### src/rtl/noc_pkg.sv
//------------------------------------------------------------------------------
// noc_pkg : shared NoC flit width, downstream buffer depth and flit type
// rev 1.0
//------------------------------------------------------------------------------
`default_nettype none

package noc_pkg;
  localparam int FLIT_W       = 16;
  localparam int IN_BUF_DEPTH = 5;

  typedef logic [FLIT_W-1:0] flit_t;
endpackage

`default_nettype wire

### src/rtl/noc_flit_fifo.sv
//------------------------------------------------------------------------------
// noc_flit_fifo : small circular flit buffer with head-of-queue read port
// rev 1.0
//------------------------------------------------------------------------------
`default_nettype none

module noc_flit_fifo
  import noc_pkg::*;
#(
  parameter int WIDTH = FLIT_W,
  parameter int DEPTH = 2
) (
  input  logic             clk,
  input  logic             rst,
  input  logic             push,
  input  logic [WIDTH-1:0] push_data,
  input  logic             pop,
  output logic [WIDTH-1:0] head,
  output logic             full,
  output logic             empty
);

  localparam int AW = (DEPTH > 1) ? $clog2(DEPTH) : 1;
  localparam int CW = $clog2(DEPTH + 1);

  logic [WIDTH-1:0] mem [DEPTH];
  logic [AW-1:0]    rd_ptr;
  logic [AW-1:0]    wr_ptr;
  logic [CW-1:0]    count;

  function automatic logic [AW-1:0] ptr_inc(input logic [AW-1:0] p);
    return (p == AW'(DEPTH - 1)) ? '0 : p + AW'(1);
  endfunction

  // The owner never pushes when full nor pops when empty.
  always_ff @(posedge clk) begin
    if (rst) begin
      rd_ptr <= '0;
      wr_ptr <= '0;
      count  <= '0;
    end else begin
      if (push) wr_ptr <= ptr_inc(wr_ptr);
      if (pop)  rd_ptr <= ptr_inc(rd_ptr);
      if (push && !pop)      count <= count + CW'(1);
      else if (pop && !push) count <= count - CW'(1);
    end
  end

  always_ff @(posedge clk) begin
    if (push) mem[wr_ptr] <= push_data;
  end

  assign head  = mem[rd_ptr];
  assign full  = (count == CW'(DEPTH));
  assign empty = (count == '0);

endmodule

`default_nettype wire

### src/rtl/noc_output_port.sv
//------------------------------------------------------------------------------
// noc_output_port : credit-based NoC output port; NOC_OUT_STATS_EN adds flit_cnt_o
// rev 1.0
//------------------------------------------------------------------------------
`default_nettype none

module noc_output_port
  import noc_pkg::*;
#(
  parameter int WIDTH   = FLIT_W,
  parameter int DEPTH   = 2,
  parameter int CREDITS = IN_BUF_DEPTH
) (
  input  logic                         clk,
  input  logic                         rst,
  input  logic [WIDTH-1:0]             data_i,
  input  logic                         valid_i,
  output logic                         ready_o,
  output logic [WIDTH-1:0]             data_o,
  output logic                         write_en_o,
  input  logic                         credit_i,
  output logic [$clog2(CREDITS+1)-1:0] credit_cnt_o,
  output logic                         error_o
`ifdef NOC_OUT_STATS_EN
  ,
  output logic [31:0]                  flit_cnt_o
`endif
);

  localparam int CW = $clog2(CREDITS + 1);

  logic [CW-1:0]    credit_cnt;
  logic             fifo_full;
  logic             fifo_empty;
  logic [WIDTH-1:0] fifo_head;
  logic             accept;
  logic             send;
  logic             bypass;
  logic             push;
  logic             pop;
  logic [WIDTH-1:0] send_data;

  assign ready_o = !fifo_full;
  assign accept  = valid_i && !fifo_full;
  // An empty buffer lets the incoming flit go straight to the output register.
  assign send      = (credit_cnt != '0) && (!fifo_empty || accept);
  assign bypass    = send && fifo_empty;
  assign push      = accept && !bypass;
  assign pop       = send && !fifo_empty;
  assign send_data = fifo_empty ? data_i : fifo_head;

  noc_flit_fifo #(
    .WIDTH (WIDTH),
    .DEPTH (DEPTH)
  ) u_fifo (
    .clk       (clk),
    .rst       (rst),
    .push      (push),
    .push_data (data_i),
    .pop       (pop),
    .head      (fifo_head),
    .full      (fifo_full),
    .empty     (fifo_empty)
  );

  always_ff @(posedge clk) begin
    if (rst) begin
      credit_cnt <= CW'(CREDITS);
      error_o    <= 1'b0;
    end else if (send && !credit_i) begin
      credit_cnt <= credit_cnt - CW'(1);
    end else if (credit_i && !send) begin
      if (credit_cnt == CW'(CREDITS)) error_o <= 1'b1;
      else                            credit_cnt <= credit_cnt + CW'(1);
    end
  end

  assign credit_cnt_o = credit_cnt;

  always_ff @(posedge clk) begin
    if (rst) begin
      write_en_o <= 1'b0;
      data_o     <= '0;
    end else begin
      write_en_o <= send;
      if (send) data_o <= send_data;
    end
  end

`ifdef NOC_OUT_STATS_EN
  logic [31:0] flit_cnt;

  always_ff @(posedge clk) begin
    if (rst)             flit_cnt <= '0;
    else if (write_en_o) flit_cnt <= flit_cnt + 32'd1;
  end

  assign flit_cnt_o = flit_cnt;
`endif

endmodule

`default_nettype wire

### config.mk
export PLATFORM = sky130hd
export DESIGN_NAME = noc_output_port
export DESIGN_NICKNAME = d
export VERILOG_FILES = /design/src/rtl/noc_pkg.sv /design/src/rtl/noc_flit_fifo.sv /design/src/rtl/noc_output_port.sv
export SDC_FILE = /design/constraint.sdc
export NUM_CORES = 1
export LEC_CHECK = 0
export ABC_AREA = 1
export CAP_MARGIN = 10
export CORE_UTILIZATION = 57
export CTS_BUF_LIST = sky130_fd_sc_hd__clkbuf_4 sky130_fd_sc_hd__clkbuf_8 sky130_fd_sc_hd__clkbuf_16
export DETAILED_ROUTE_END_ITERATION = 12
export PLACE_DENSITY = 0.9
export SETUP_SLACK_MARGIN = 0.15
export SLEW_MARGIN = 10
export SYNTH_ARGS = -nofsm -noshare
export SYNTH_HDL_FRONTEND = slang
export SYNTH_SLANG_ARGS = --single-unit
### constraint.sdc
create_clock -name clk -period 4.7 [get_ports clk]
set_input_delay 0.47 -clock clk [delete_from_list [all_inputs] [get_ports clk]]
set_output_delay 0.47 -clock clk [all_outputs]
set_load 0.05 [all_outputs]
==> flow_metrics.py <==
metrics = {
    "timing": {
        "fin_setup_tns_ps": 0,
        "skew_ps": 9.63,
        "relSlewSlack_pct": 39.4,
        "min_period_over_period_pct": 50.5,
        "setup_ws_ps": 2330,
        "hold_ws_ps": 448,
        "hold_viol_final": 0,
        "setup_viol": 0,
        "rsz0062_at_grt": "no",
        "worstMarginPinSlew_ps": 907,
        "fmax_mhz": 421,
        "min_period_ps": 2370,
        "report.final.slew_viol_count": 0,
    },
    "cells_and_area": {
        "drive_gt1_share_pct": 10.6,
        "n_fill_cell": 310,
        "fin_area_um2": 3170,
        "stdcell_count": 382,
        "n_antenna_cell": 0,
        "mostFrequentLayoutCells": "nand2_1 (142), clkdlybuf4s50_1 (41), edfxtp_1 (32)",
        "nNetsFinal": 349,
        "syn2layout_area_growth_pct": 23.6,
        "final_common_cell": "nand2_1",
    },
    "power_and_ir_drop": {
        "cell_internal_pwr_w": 0.00130,
        "clkPwrFrac_pct": 22.0,
        "leakage_nw": 1.37,
        "vdd_drop_max_mv": 0.493,
        "p_sw_share_pct": 43.0,
        "seq_power_share_pct": 33.5,
        "p_comb_share_pct": 44.5,
        "p_per_area_nw_per_um2": 722,
        "power_switching_w": 0.000983,
    },
    "drt": {
        "first_pass_iters": 4,
        "wl_per_cell_um": 14.2,
        "routed_via_density": 5.29,
        "drtAntennaViolNets": 0,
        "drt-initial-drc-count": 258,
        "drc": 0,
        "wl_um": 5420,
        "vias": 2022,
    },
    "die": {
        "row_count": 24,
        "die_w_um": 69.1,
        "io_pins": 42,
        "initial_core_util_pct": 59.3,
        "coreArea_um2": 4320,
        "die_h_um": 69.1,
        "fp.dieArea_um2": 4770,
    },
    "clock_tree": {
        "cts_resized": 0,
        "cts_setup_buffers": 0,
        "cts_max_path_buffers": 2,
        "clock_latency_ps": 340,
        "root_buffer": "clkbuf_8",
        "numCtsBuffers": 9,
        "cts_hold_buf": 0,
        "clk_pin_slew_ps": 60,
        "clock-sinks": 58,
        "cts_tree": "done",
        "cts.htree.levels": 3,
    },
    "setup_path": {
        "crit_path_max_fanout": 21,
        "ff2ff_path_depth": 9,
        "slowest_delay_ps": 460,
        "cp.depth": 9,
        "cp_top_family": "simple AND/OR/NAND/NOR gates",
        "worstPathArrival_ps": 2630,
        "r2r_slack_ps": 2330,
        "critical_path_class": "reg2reg",
        "setup.worst_path.end": "credit_cnt_o[1]",
        "cp.required_ps": 4950,
        "cp-start-kind": "flip-flop",
        "regToRegStartpoint": "u_fifo.count[1]",
        "path_cells": "nor2_4 -> nand2_2 -> nand2_8 -> inv_8 -> ha_1 -> inv_1 -> fa_1 -> nand3b_1 -> a21oi_1",
        "crit_buf_inv": 2,
        "startpoint": "u_fifo.count[1]",
        "reg2reg_to": "credit_cnt_o[1]",
        "cp_slowest_cell": "nor2_4",
        "end_kind": "flip-flop",
    },
    "grt": {
        "grt_max_degree": 22,
        "grt_pass1_vias": 1941,
        "antenna_found_initial": 0,
        "grt_pass1_wl_um": 8780,
        "grt_overflow": 0,
        "groute.usage.overall_pct": 24.5,
    },
    "synth": {
        "synthCells": 282,
        "synth.ff_latch_count": 58,
        "synth_area_um2": 2560,
        "synth_nets": 306,
        "ys_types": 24,
        "avgSynthCellArea_um2": 9.09,
        "yosysWarnings": 0,
        "synth_seq_area_share_pct": 57.8,
    },
    "placed_design": {
        "dp_slack_ps": 2200,
        "place_inst": 366,
        "place_area_um2": 2940,
        "numPortBuffers": 41,
        "dp_hpwl_um": 3350,
        "gp_congestion": 0.817,
    },
    "run_status": {
        "outcome": "completed",
    },
    "worst_hold_path": {
        "hold_class": "reg2reg",
        "hp-start": "error_o",
    },
    "run": {
        "timing.max_cap.violations": 0,
    },
}
==> worst register-to-register path, cell delays in order (launching register included) <==
cell      delay (ps)
dfxtp_1          340
nor2_4           460
nand2_2          180
nand2_8          180
inv_8             80
ha_1             200
inv_1            110
fa_1             430
nand3b_1         180
a21oi_1          130
==> synthesized netlist by cell type <==
| cell type | instances | area [um^2] |
|---|---|---|
| a21oi_1 | 14 | 70.1 |
| a21oi_2 | 10 | 87.6 |
| buf_12 | 1 | 20.0 |
| buf_2 | 2 | 10.0 |
| buf_4 | 2 | 15.0 |
| buf_6 | 3 | 33.8 |
| buf_8 | 2 | 30.0 |
| dfxtp_1 | 26 | 521 |
| edfxtp_1 | 32 | 961 |
| fa_1 | 1 | 20.0 |
| ha_1 | 3 | 37.5 |
| inv_1 | 17 | 63.8 |
| inv_2 | 2 | 7.51 |
| inv_8 | 1 | 11.3 |
| nand2_1 | 142 | 533 |
| nand2_2 | 1 | 6.26 |
| nand2_4 | 1 | 11.3 |
| nand2_8 | 1 | 20.0 |
| nand3_1 | 4 | 20.0 |
| nand3b_1 | 1 | 7.51 |
| nor2_1 | 9 | 33.8 |
| nor2_2 | 1 | 6.26 |
| nor2_4 | 1 | 11.3 |
| o21ai_0 | 5 | 25.0 |
==> per-stage QoR <==
stage	power, W	utilization (%)
after global placement	0.00174	67.9
after global routing	0.00242	73.2
after detailed placement	0.00177	67.9
after CTS	0.00229	73.2
final	0.00229	73.2
after floorplan	0.00155	-
==> flip-flops by register name, summed over array words and instances (netlist names), named ones only <==
name	flops
u_fifo.mem	32
u_fifo.wr_ptr	1
data_o	16
u_fifo.rd_ptr	1
error_o	1
credit_cnt_o	3
write_en_o	1
u_fifo.count	2
==> power groups by stage <==
stage,combinational [W],clock (W),sequential (W)
floorplan,0.000577,0,0.000978
global placement,0.000968,0,0.000772
detailed placement,0.00100,0,0.000774
CTS,0.00102,0.000504,0.000766
global route,0.00111,0.000527,0.000780
finish,0.00102,0.000502,0.000767
==> worst min path at each step <==
| stage | end | depth (start not counted) | slack, ps |
|---|---|---|---|
| detailed placement | error_o | 2 | 440 |
| CTS | error_o | 2 | 450 |
| finish | error_o | 2 | 450 |
| floorplan | flip-flop | 2 | 450 |
| global placement | error_o | 2 | 440 |
| global route | error_o | 2 | 490 |
==> final cells by class <==
class	count	area, um^2	share of cell area (%)
clock buffer	16	230	7.27
inverter	20	82.6	2.61
multi-input combinational	194	890	28.1
sequential	58	1480	46.8
tap	52	65.1	2.05
timing repair buffer	42	418	13.2
==> layer usage <==
metal	vias up	routed length (um)	global-route usage, %
met4	0	292	18.6
met1	915	2120	28.2
met3	26	421	5.70
met5	-	0	0
li1	982	-	-
met2	99	2590	39.5
==> cell families after synthesis <==
family	count (synthesis)	synth area share [%]
adder cells (fa/ha/maj)	4	2.25
flip-flops	58	57.8
AND/OR/NAND/NOR	161	25.3
AO/OA/AOI/OAI	29	7.13
buffers and inverters	30	7.47
Note: power is estimated with default switching activity, not from simulation.
